`config.mk`:
```
export PLATFORM = sky130hd
export DESIGN_NAME = irda_transmitter_flat
export DESIGN_NICKNAME = d
export VERILOG_FILES = /design/src/rtl/irda_transmitter_if.sv /design/src/rtl/irda_transmitter.sv /design/src/flat_wrapper.sv
export SDC_FILE = /design/constraint.sdc
export NUM_CORES = 1
export LEC_CHECK = 0
export CORE_MARGIN = 2
export CORE_UTILIZATION = 45
export CTS_BUF_LIST = sky130_fd_sc_hd__clkbuf_16
export CTS_CLUSTER_SIZE = 12
export DETAILED_ROUTE_END_ITERATION = 10
export GPL_TIMING_DRIVEN = 1
export PLACE_DENSITY = 0.67
export SETUP_SLACK_MARGIN = 0.05
export SYNTH_ARGS = -nofsm -noshare
export SYNTH_HDL_FRONTEND = slang
export SYNTH_SLANG_ARGS = --single-unit
export TNS_END_PERCENT = 30
```
`constraint.sdc`:
```
create_clock -name clk -period 2.28 [get_ports clk]
set_input_delay 0.342 -clock clk [delete_from_list [all_inputs] [get_ports clk]]
set_output_delay 0.342 -clock clk [all_outputs]
set_load 0.03 [all_outputs]
```
`src/rtl/irda_transmitter_if.sv`:
```
// Request and IR-output signals shared between the character source and the IrDA SIR transmitter.
interface irda_transmitter_if;
  logic       ena;
  logic       start;
  logic [6:0] data;
  logic       txd_ir;
  logic       busy;
  logic       done;

  modport master (output ena, start, data, input txd_ir, busy, done);
  modport slave  (input ena, start, data, output txd_ir, busy, done);
endinterface

```
`src/rtl/irda_transmitter.sv`:
```
// IrDA SIR transmitter: sends start, 7 data bits LSB first, parity and stop.
// A 0 bit is a short high pulse at the start of its bit period; a 1 bit sends no pulse.
//
// state | meaning
// IDLE  | line quiet, waiting for start
// SEND  | shifting the 10-bit frame out, one bit per CLKS_PER_BIT cycles
// DONE  | one-cycle completion strobe, then back to IDLE
module irda_transmitter #(
  parameter int CLKS_PER_BIT = 5208,
  parameter int PULSE_CLKS   = 976,
  parameter int PARITY_ODD   = 0
) (
  input logic               clk,
  input logic               rst,
  irda_transmitter_if.slave bus
);

  localparam int BAUD_W = $clog2(CLKS_PER_BIT);
  localparam logic [BAUD_W-1:0] BAUD_LAST = BAUD_W'(CLKS_PER_BIT - 1);
  localparam logic [BAUD_W-1:0] PULSE_LIM = BAUD_W'(PULSE_CLKS);

  typedef enum logic [1:0] {IDLE, SEND, DONE} state_t;

  state_t            state, state_nxt;
  logic [BAUD_W-1:0] baud_cnt, baud_nxt;
  logic [3:0]        bit_cnt, bit_nxt;
  logic [9:0]        shift_reg, shift_nxt;
  logic              txd_q, txd_nxt;
  logic              busy_q, busy_nxt;
  logic              done_q, done_nxt;
  logic              parity;

  assign parity = (^bus.data) ^ (PARITY_ODD != 0);

  always_ff @(posedge clk) begin
    if (rst)          state <= IDLE;
    else if (bus.ena) state <= state_nxt;
  end

  always_comb begin
    state_nxt = state;
    baud_nxt  = baud_cnt;
    bit_nxt   = bit_cnt;
    shift_nxt = shift_reg;
    case (state)
      IDLE: begin
        if (bus.start) begin
          state_nxt = SEND;
          shift_nxt = {1'b1, parity, bus.data, 1'b0};
          baud_nxt  = '0;
          bit_nxt   = '0;
        end
      end
      SEND: begin
        if (baud_cnt == BAUD_LAST) begin
          baud_nxt  = '0;
          shift_nxt = {1'b0, shift_reg[9:1]};
          if (bit_cnt == 4'd9) begin
            state_nxt = DONE;
            bit_nxt   = '0;
          end else begin
            bit_nxt = bit_cnt + 4'd1;
          end
        end else begin
          baud_nxt = baud_cnt + BAUD_W'(1);
        end
      end
      DONE:    state_nxt = IDLE;
      default: state_nxt = IDLE;
    endcase
    // Outputs are registered from next-state values so they line up with the counters they describe.
    txd_nxt  = (state_nxt == SEND) && !shift_nxt[0] && (baud_nxt < PULSE_LIM);
    busy_nxt = (state_nxt == SEND);
    done_nxt = (state_nxt == DONE);
  end

  always_ff @(posedge clk) begin
    if (rst) begin
      baud_cnt  <= '0;
      bit_cnt   <= '0;
      shift_reg <= '0;
      txd_q     <= 1'b0;
      busy_q    <= 1'b0;
      done_q    <= 1'b0;
    end else if (bus.ena) begin
      baud_cnt  <= baud_nxt;
      bit_cnt   <= bit_nxt;
      shift_reg <= shift_nxt;
      txd_q     <= txd_nxt;
      busy_q    <= busy_nxt;
      done_q    <= done_nxt;
    end
  end

  assign bus.txd_ir = txd_q;
  assign bus.busy   = busy_q;
  assign bus.done   = done_q;

endmodule
```
`src/flat_wrapper.sv`:
```
// flat-port wrapper written by rule: the top's interface ports become plain ports
module irda_transmitter_flat 
#(
  parameter int CLKS_PER_BIT = 5208,
  parameter int PULSE_CLKS   = 976,
  parameter int PARITY_ODD   = 0
)
  (clk, rst, bus_ena, bus_start, bus_data, bus_txd_ir, bus_busy, bus_done);
  irda_transmitter_if bus_i ();
  input logic clk;
  input logic rst;
  input wire logic [$bits(bus_i.ena)-1:0] bus_ena;
  input wire logic [$bits(bus_i.start)-1:0] bus_start;
  input wire logic [$bits(bus_i.data)-1:0] bus_data;
  output wire logic [$bits(bus_i.txd_ir)-1:0] bus_txd_ir;
  output wire logic [$bits(bus_i.busy)-1:0] bus_busy;
  output wire logic [$bits(bus_i.done)-1:0] bus_done;
  assign bus_i.ena = bus_ena;
  assign bus_i.start = bus_start;
  assign bus_i.data = bus_data;
  assign bus_txd_ir = bus_i.txd_ir;
  assign bus_busy = bus_i.busy;
  assign bus_done = bus_i.done;
  irda_transmitter #(.CLKS_PER_BIT(CLKS_PER_BIT), .PULSE_CLKS(PULSE_CLKS), .PARITY_ODD(PARITY_ODD)) u_core (.clk(clk), .rst(rst), .bus(bus_i));
endmodule
```
==> summary.md, run 1 <==
| Metric | Value |
|---|---|
| Htree depth | 2 |
| DRT Wirelength | 4480 µm |
| Root Driver | clkbuf_16 |
| Max_cap viols | 0 |
| Vias in the first global route | around 1.6k |
| Overall Power | 1.40 mW |
| Setup violators final | 0 |
| Unrepaired setup endpoints after global routing | yes |
| HPWL after DPL | between 3000 and 4000 µm |
| CTS Buf Count | 5 |
| Sw Pwr | ~0.33 mW |
| Slew headroom | 0.698 |
| Fin area | around 2300 µm² |
| Pin count of the biggest net entering global routing | 25 |
| Die ar. | approximately 4500 µm² |
| Cell Pwr Density | around 610 nW/µm² |
| Via/cell ratio | 5.90 |
| # rows | 23 |
| Global-route met1 utilization | 0.280 |
| Global-route usage over all layers | 0.220 |
| Mapped cell area | approximately 1800 µm² |
| P_leak | roughly 0.83 nW |
| Sw Share | 0.239 |
| Initial antenna violation count | 0 |
| Clk_skew | 0.00551 ns |
| Total vias in the final route | roughly 1.8k |
| Routed len/inst | between 10 and 15 µm |
| Post-synth ARST share | 0 |
| Status | finished, final reports clean |
| Top delay family on crit path | simple AND/OR/NAND/NOR gates |
| Cells along the critical path | or4b_4, nor4_4, buf_4, o21ai_2, or4_1, a21oi_1 |
| Top Ports | 14 |
| Final Max Slew Viols | 0 |
| Post-synth EDFFs | 0 |
| CP max FO | 4 |
| Period utilization | 0.942 |
| Crit Path Category | reg -> reg |
| Final worst slack | around 0.13 ns |
| Final net count | between 200 and 300 |
| Clk sinks | 32 |
| Synth Register Bits | 32 |
| Sequential-to-total area share from yosys stat | 0.355 |
| Synth cell types | 51 |
| Slowest stage delay, CP | ~0.58 ns |
| Gr busiest metal | met2 |
| Nature of the critical path endpoint | flip-flop |
| Clk buf depth | 2 |
| M3 GR Usage | 0.0567 |
| Synthesized instance count | about 220 |
| Core Region | approximately 3900 µm² |
| Core Util, Final | 0.583 |
| Post-synth top flop | dfxtp_1 |
| Ys Warns | 0 |
| Die extent in x | approximately 67 µm |
| Number of I/O port buffers | 13 |
| Synth top area share | 0.355 |
| Combinational Power Share | 0.141 |
| CP required | about 2.5 ns |
| Bufs and invs on worst path | 1 |
| Top cells by area, synth | dfxtp_1, nor2_1, a22oi_1 |
| Fillcell total | approximately 380 |
| Slowest CP cell | or4b_4 |
| DR pass1 iterations | 4 |
| Power Internal | 1.06 mW |
| Top cells by count, synth | dfxtp_1, nor2_1, a21oi_1, clkbuf_1, nand2_1 |
| Tightest Pin Transition | roughly 0.45 ns |
| Fin Setup TNS | 0 ns |
| Proportion of power drawn by flip-flops and latches | 0.425 |
| Worst-Skew Late Latency | 0.27 ns |
| Hold Crit Class | reg -> reg |
| Clock-pin slew on the worst setup and hold paths | about 0.05 ns |
| Multi-input gate area | 1090 µm² |
| Number of DRC markers in iteration 0 | roughly 150 |
| First-pass GRT wire length | about 7500 µm |
| Fmax | between 400 and 500 MHz |
| N_diodes | 0 |
| CP arrival | between 2 and 2.5 ns |
| Post-synth top area cell | dfxtp_1 |
| Place WS | ~0.13 ns |
| Clk pwr share | 0.434 |
| Starting Density | 0.461 |
| Final antenna-violating net count | 0 |
| Max VDD drop | roughly 0.52 mV |
| Die Y | 67.3 µm |
| CTS tree | done |
| M2 GR Usage | 0.365 |
| Synthesized area per cell | ~8 µm² |
| Drt drc | 0 |
| Synthesis-to-finish area growth | 26.6% |
| Final estimated routing congestion in global placement | between 0.9 and 1 |
| Dpl cell area | approximately 2100 µm² |
| Final min period | about 2.1 ns |
| CP Launch Type | flip-flop |
| Share of cells above drive strength 1 | 0.154 |
| FF/Latch Area | about 640 µm² |
| Hold_buf cts | 0 |
| Max reg flops | 13 |
| Final Hold Viols | 0 |
| Cell with the most instances after synthesis | dfxtp_1 |
| Synth Net Count | between 200 and 250 |
| Grt ovf | 0 |
worst register-to-register path: cells and delay by family, from the launching register on:
kind	cells	cell delay [ns]
flops	1	0.31
simple gates	3	1.38
compound gates	2	0.21
buf+inv	1	0.19
what timing repair did:
action	4_1_cts	5_1_grt
resized for setup	0	5
setup endpoints to repair	0	3
setup buffers	0	3
layer usage:
layer  part of all wire  vias to the layer above
met5                  0                        -
met4              0.017                        0
met3              0.036                        9
met2               0.48                       40
met1               0.46                      847
li1                   -                      893
cells by family after synthesis:
group,Yosys count,synth area share
muxes,1,0.00555
and+or+nand+nor,90,0.267
DFF,32,0.355
xor gates and xnor gates,8,0.0389
AOI/OAI and AO/OA,66,0.267
adders and majority gates,3,0.0208
buffers and inverters,21,0.0458
cells in the final DEF, fill, tap and decap left out, types with 4 or more instances in the layout:
cell             instances
nand2_1                 11
buf_4                   25
a22o_1                   7
clkbuf_16                5
and3_1                   5
nor3_1                   8
inv_1                    8
nand2b_1                 6
nor2_1                  31
clkdlybuf4s50_1         13
o21ai_0                  4
dfxtp_1                 30
nand3_1                  7
a22oi_1                 10
xnor2_1                  6
a21oi_1                 12
a211oi_1                 7
power groups by stage:
stage          Combinational (mW)  Sequential, mW  Clock, mW
2_1_floorplan               0.113           0.606          0
3_3_place_gp                0.194           0.603          0
3_5_place_dp                0.195           0.604          0
4_1_cts                     0.196           0.592      0.625
5_1_grt                     0.216           0.595      0.650
6_report                    0.197           0.593      0.607
path summary, 6_finish.rpt:
kind | startpoint | endpoint | slack, ns | cells after the start
min reg2reg | u_core.bus.busy | u_core.bus.busy | 0.47 | 2
max reg2reg | u_core.baud_cnt[9] | u_core.bit_cnt[3] | 0.13 | 6
min | u_core.bus.busy | u_core.bus.busy | 0.47 | 2
max | u_core.baud_cnt[9] | u_core.bit_cnt[3] | 0.13 | 6
through the flow:
stage | hold WS (ns) | std cells
after floorplan | 0.446 | 221
after global placement | 0.462 | 292
after detailed placement | 0.465 | 292
after CTS | 0.470 | 300
after global routing | 0.507 | 303
final | 0.468 | 303
area by class of cell:
type,count,area share
clock inverters,3,0.00493
repair buffers,39,0.144
well taps,50,0.0274
clock buffers,5,0.0548
inverters,6,0.00987
multi-input cells,168,0.477
flip-flops and latches,32,0.282
Power figures use the tool's default switching activity.
==> run 2, diff against run 1 <==
Settings changed: CORE_ASPECT_RATIO set to 0.7, CTS_CLUSTER_SIZE 12 to 40.
==> summary.md, run 2 (synthesized netlist as in run 1, its figures left out) <==
| Metric | Value |
|---|---|
| CTS tree | done |
| Final Max Slew Viols | 0 |
| Max reg flops | 13 |
| DRT Wirelength | around 4600 µm |
| P_leak | 0.841 nW |
| Reg2Reg Setup Slack | 0.09 ns |
| Setup violators final | 0 |
| Initial antenna violation count | 0 |
| M3 GR Usage | 0.0522 |
| Fin area | 2350 µm² |
| Most common cell after layout, fill and taps aside | dfxtp_1 |
| Global-route met1 utilization | 0.364 |
| Slowest stage delay, CP | ~0.59 ns |
| HPWL after DPL | roughly 3300 µm |
| Number of DRC markers in iteration 0 | between 150 and 200 |
| Final min period | approximately 2.2 ns |
| CTS Buf Count | 5 |
| Worst Hold Depth | 2 |
| CP max FO | 4 |
| FF-to-FF End | u_core.bus.txd_ir |
| Clk sinks | 32 |
| Top delay family on crit path | simple AND/OR/NAND/NOR gates |
| Max_cap viols | 0 |
| Nature of the critical path endpoint | flip-flop |
| # rows | 19 |
| Total vias in the final route | between 1.5k and 2k |
| Share of cells above drive strength 1 | 0.176 |
| R2R Path Start | u_core.baud_cnt[8] |
| Dpl cell area | 2140 µm² |
| Clk buf depth | 2 |
| Worst-Skew Late Latency | 0.28 ns |
| Slew headroom | 0.707 |
| Gr busiest metal | met1 |
| Die Y | 57.0 µm |
| DR pass1 iterations | 4 |
| Final estimated routing congestion in global placement | roughly 0.85 |
| Commonest non-fill, non-tap cells in the layout | dfxtp_1, nor2_1, buf_4 |
| Number of I/O port buffers | 13 |
| CP Launch Type | flip-flop |
| Root Driver | clkbuf_16 |
| Synthesis-to-finish area growth | 30.5% |
| Final net count | 270 |
| Unrepaired setup endpoints after global routing | yes |
| Routed len/inst | around 15 µm |
| Crit Path Category | reg -> reg |
| Slowest CP cell | or4b_4 |
| Max VDD drop | between 0.5 and 0.6 mV |
| Hold Crit Class | reg -> reg |
| Final hold slack | 0.478 ns |
| Core Region | roughly 3900 µm² |
| Via/cell ratio | 5.69 |
| Final Hold Viols | 0 |
| CP required | between 2 and 2.5 ns |
| Final antenna-violating net count | 0 |
| Hold Crit Endpoint | u_core.bus.busy |
| Grt ovf | 0 |
| Fmax | between 400 and 500 MHz |
| Clk_skew | approximately 0.0032 ns |
| Starting Density | 0.465 |
| Die ar. | between 4000 and 5000 µm² |
| Drt drc | 0 |
| Htree depth | 2 |
| Fin Setup TNS | 0 ns |
| M2 GR Usage | 0.269 |
| Top Ports | 14 |
| Placed cells | 298 |
| Cell Pwr Density | 608 nW/µm² |
| Vias in the first global route | 1,538 |
| Period utilization | 0.959 |
| Tightest Pin Transition | ~0.44 ns |
| WP depth | 7 |
| Pin count of the biggest net entering global routing | 33 |
| Die extent in x | ~80 µm |
| CP arrival | 2.37 ns |
| Cells along the critical path | or4b_4, nor4_4, nor3b_1, a2111oi_1, buf_4, nand4_1, o32ai_1 |
| N_diodes | 0 |
| Status | finished, final reports clean |
| Non-Filler Instances | 308 |
| Worst R2R Path Depth | 7 |
| Bufs and invs on worst path | 1 |
| Global-route usage over all layers | 0.220 |
| Core Util, Final | 0.607 |
| First-pass GRT wire length | 7600 µm |
| Clock-pin slew on the worst setup and hold paths | about 0.050 ns |
| Hold_sp | u_core.bus.busy |
==> run 2: changes by cell type in the layout (fill, tap and decap cells not counted), sizes merged <==
cell | before | now
clkinvlp | 0 | 1
buf | 26 | 30
inv | 8 | 6
==> run 2: final cells by class <==
type	instances	area, µm²
clock buffers	5	125
well taps	52	65.1
multi-input cells	168	1110
clock inverters	2	12.5
fillers	347	1520
inverters	6	22.5
flip-flops and latches	32	641
repair buffers	43	372
==> run 2: power by group <==
group          total [mW]  internal (mW)  switching [mW]
sequential          0.593          0.580          0.0129
combinational       0.206         0.0949           0.111
clock               0.631          0.395           0.236
==> run 2: worst max-delay path by stage <==
stage / start / endpoint / slack, ns
4_1_cts: u_core.baud_cnt[8] / u_core.bit_cnt[3] / 0.08
3_3_place_gp: u_core.baud_cnt[5] / u_core.bus.txd_ir / 0.1
2_1_floorplan: u_core.baud_cnt[8] / u_core.bus.txd_ir / 0.07
5_1_grt: u_core.baud_cnt[8] / u_core.bit_cnt[2] / 0.05
6_report: u_core.baud_cnt[8] / u_core.bus.txd_ir / 0.09
3_5_place_dp: u_core.baud_cnt[8] / u_core.bus.txd_ir / 0.06
==> run 2: per-stage QoR <==
| step | worst slack [ns] | power (mW) |
|---|---|---|
| finish | 0.0936 | 1.43 |
| global placement | 0.0999 | 0.800 |
| CTS | 0.0769 | 1.43 |
| detailed placement | 0.0570 | 0.801 |
| floorplan | 0.0682 | 0.720 |
| global route | 0.0452 | 1.49 |
==> run 2: repair_timing <==
item,in CTS,in global routing
hold endpoints to repair,0,0
gates cloned,0,0
setup buffers,0,3
endpoints found under the setup margin,1,5
hold buffers,0,0
gates resized for setup,1,6
==> run 2: worst reg2reg max path: stages, from the launching register on <==
cell and delay [ns]:
dfxtp_1 0.31, or4b_4 0.59, nor4_4 0.36, nor3b_1 0.09
a2111oi_1 0.38, buf_4 0.18, nand4_1 0.06, o32ai_1 0.13
==> run 2: layer usage <==
metal  vias to the layer above  routed length (µm)
met3                         4                 330
met5                         -                   0
met4                         0                  53
met2                        54                1640
met1                       795                2590
li1                        900                   -
==> run 3, diff against run 2 <==
Clock period 2.28 ns to 1.8 ns, I/O delays scaled along.
==> summary.md, run 3 (synthesized netlist as in run 1, its figures left out) <==
| Metric | Value |
|---|---|
| Status | complete, but fails checks |
| Violated checks | setup timing |
| CP arrival | ~2.2 ns |
| Final net count | ~290 |
| Share of cells above drive strength 1 | 0.296 |
| Cell Pwr Density | slightly above 700 nW/µm² |
| Max VDD drop | around 0.55 mV |
| Max_cap viols | 0 |
| Worst R2R Path Depth | 6 |
| Die Y | 57.0 µm |
| CP max FO | 4 |
| Clock-pin slew on the worst setup and hold paths | 0.05 ns |
| Final worst slack | -0.259 ns |
| Fillcell total | 314 |
| R2R Path Start | u_core.baud_cnt[9] |
| Hold Crit Endpoint | u_core.bus.busy |
| Initial antenna violation count | 0 |
| Pin count of the biggest net entering global routing | 33 |
| Routed len/inst | between 15 and 20 µm |
| Via/cell ratio | between 5 and 6 |
| Final hold slack | between 0.4 and 0.5 ns |
| Unrepaired setup endpoints after global routing | yes |
| Clk_skew | between 0.002 and 0.003 ns |
| Slowest CP cell | or4b_4 |
| Hold_sp | u_core.bus.busy |
| CP Launch Type | flip-flop |
| Most common cell after layout, fill and taps aside | buf_4 |
| Final antenna-violating net count | 0 |
| DR pass1 iterations | 5 |
| Fin Setup TNS | -3.71 ns |
| Vias in the first global route | about 1.8k |
| Core Region | ~3900 µm² |
| CP required | a little under 2 ns |
| Clk buf depth | 2 |
| Slowest stage delay, CP | slightly below 0.6 ns |
| Hold Crit Class | reg -> reg |
| Hold_buf cts | 0 |
| Setup violators final | 28 |
| P_leak | approximately 1 nW |
| Slew headroom | 0.668 |
| Worst-Skew Late Latency | 0.28 ns |
| Fmax | just under 500 MHz |
| Cells along the critical path | or4b_4, or3_4, o311ai_4, a2111oi_4, nand4_1, o32ai_1 |
| Place WS | -0.273 ns |
| Non-Filler Instances | between 300 and 400 |
| HPWL after DPL | about 3800 µm |
| Period utilization | 1.14 |
| CTS Buf Count | 5 |
| Global-route usage over all layers | 0.264 |
| CTS tree | done |
| Starting Density | 0.465 |
| Top Ports | 14 |
| FF-to-FF End | u_core.bus.txd_ir |
| Multi-input gate area | 1230 µm² |
| Commonest non-fill, non-tap cells in the layout | buf_4, dfxtp_1, nor2_1 |
| Placed cells | 321 |
| FF/Latch Area | around 640 µm² |
| Final min period | about 2.1 ns |
| Die ar. | between 4000 and 5000 µm² |
| Top delay family on crit path | simple AND/OR/NAND/NOR gates |
| Htree depth | 2 |
| N_diodes | 0 |
| Max reg flops | 13 |
| Drt drc | 0 |
| Bufs and invs on worst path | 0 |
| Worst Hold Depth | 2 |
| Tightest Pin Transition | roughly 0.50 ns |
| Grt ovf | 0 |
| Root Driver | clkbuf_16 |
| Final estimated routing congestion in global placement | about 0.9 |
| Synthesis-to-finish area growth | 47.3% |
| DRT Wirelength | roughly 5500 µm |
| Crit Path Category | reg -> reg |
| Reg2Reg Setup Slack | -0.26 ns |
| Overall Power | 1.88 mW |
| Final Hold Viols | 0 |
| Number of I/O port buffers | 13 |
| First-pass GRT wire length | approximately 9000 µm |
| Number of DRC markers in iteration 0 | ~160 |
| Total vias in the final route | slightly below 2k |
| Clk sinks | 32 |
| # rows | 19 |
| Die extent in x | approximately 80 µm |
| Nature of the critical path endpoint | flip-flop |
| Final Max Slew Viols | 0 |
## run 3: changes by cell type in the layout (fill, tap and decap cells not counted), moves of 4 or more
| cell | before | now |
|---|---|---|
| buf_6 | 1 | 5 |
| a22oi_2 | 0 | 7 |
| a22oi_1 | 10 | 3 |
| buf_4 | 28 | 48 |
## run 3: report_power, final
| part | internal [mW] | switching, mW |
|---|---|---|
| sequential | 0.734 | 0.0173 |
| clock | 0.494 | 0.303 |
| combinational | 0.162 | 0.169 |
## run 3: how the worst max path moves through the flow
| stage | start | to | slack (ns) | cells after the start |
|---|---|---|---|---|
| global placement | bus_start | u_core.bus.txd_ir | -0.27 | 7 |
| CTS | u_core.baud_cnt[9] | u_core.bus.txd_ir | -0.25 | 6 |
| finish | u_core.baud_cnt[9] | u_core.bus.txd_ir | -0.26 | 6 |
| global route | u_core.baud_cnt[9] | u_core.bus.txd_ir | -0.37 | 6 |
| detailed placement | u_core.baud_cnt[4] | u_core.bus.txd_ir | -0.27 | 6 |
| floorplan | u_core.baud_cnt[7] | u_core.bus.txd_ir | -0.23 | 7 |
## run 3: layout make-up
type | count | share of cell area
Inverter | 6 | 0.00848
Clock buffer | 5 | 0.0471
Timing Repair Buffer | 67 | 0.213
Clock inverter | 2 | 0.00283
Multi-Input combinational cell | 168 | 0.462
Tap cell | 52 | 0.0245
Sequential cell | 32 | 0.241
## run 3: repair_timing
action	CTS	global route
setup endpoints to repair	30	32
resized for setup	17	8
buffers inserted	2	2
pin swaps	6	7
## run 3: worst min-delay path, cell delays in order, from the launching register on
cell and delay, ns:
dfxtp_1 0.31, nand2b_1 0.06, a21oi_1 0.05
## run 3: through the flow
step | utilization | instance area, µm²
after CTS | 0.670 | 2600
after global routing | 0.685 | 2660
final | 0.685 | 2660
after floorplan | - | 1870
after detailed placement | 0.612 | 2370
after global placement | 0.612 | 2370
## run 3: metal layers
layer,vias up,global-route usage,share of wire,routed length (µm)
met1,932,0.387,0.47,2600
li1,950,-,-,-
met3,13,0.0759,0.086,474
met2,95,0.361,0.42,2330
met4,0,0.108,0.023,127
met5,-,0,0,0
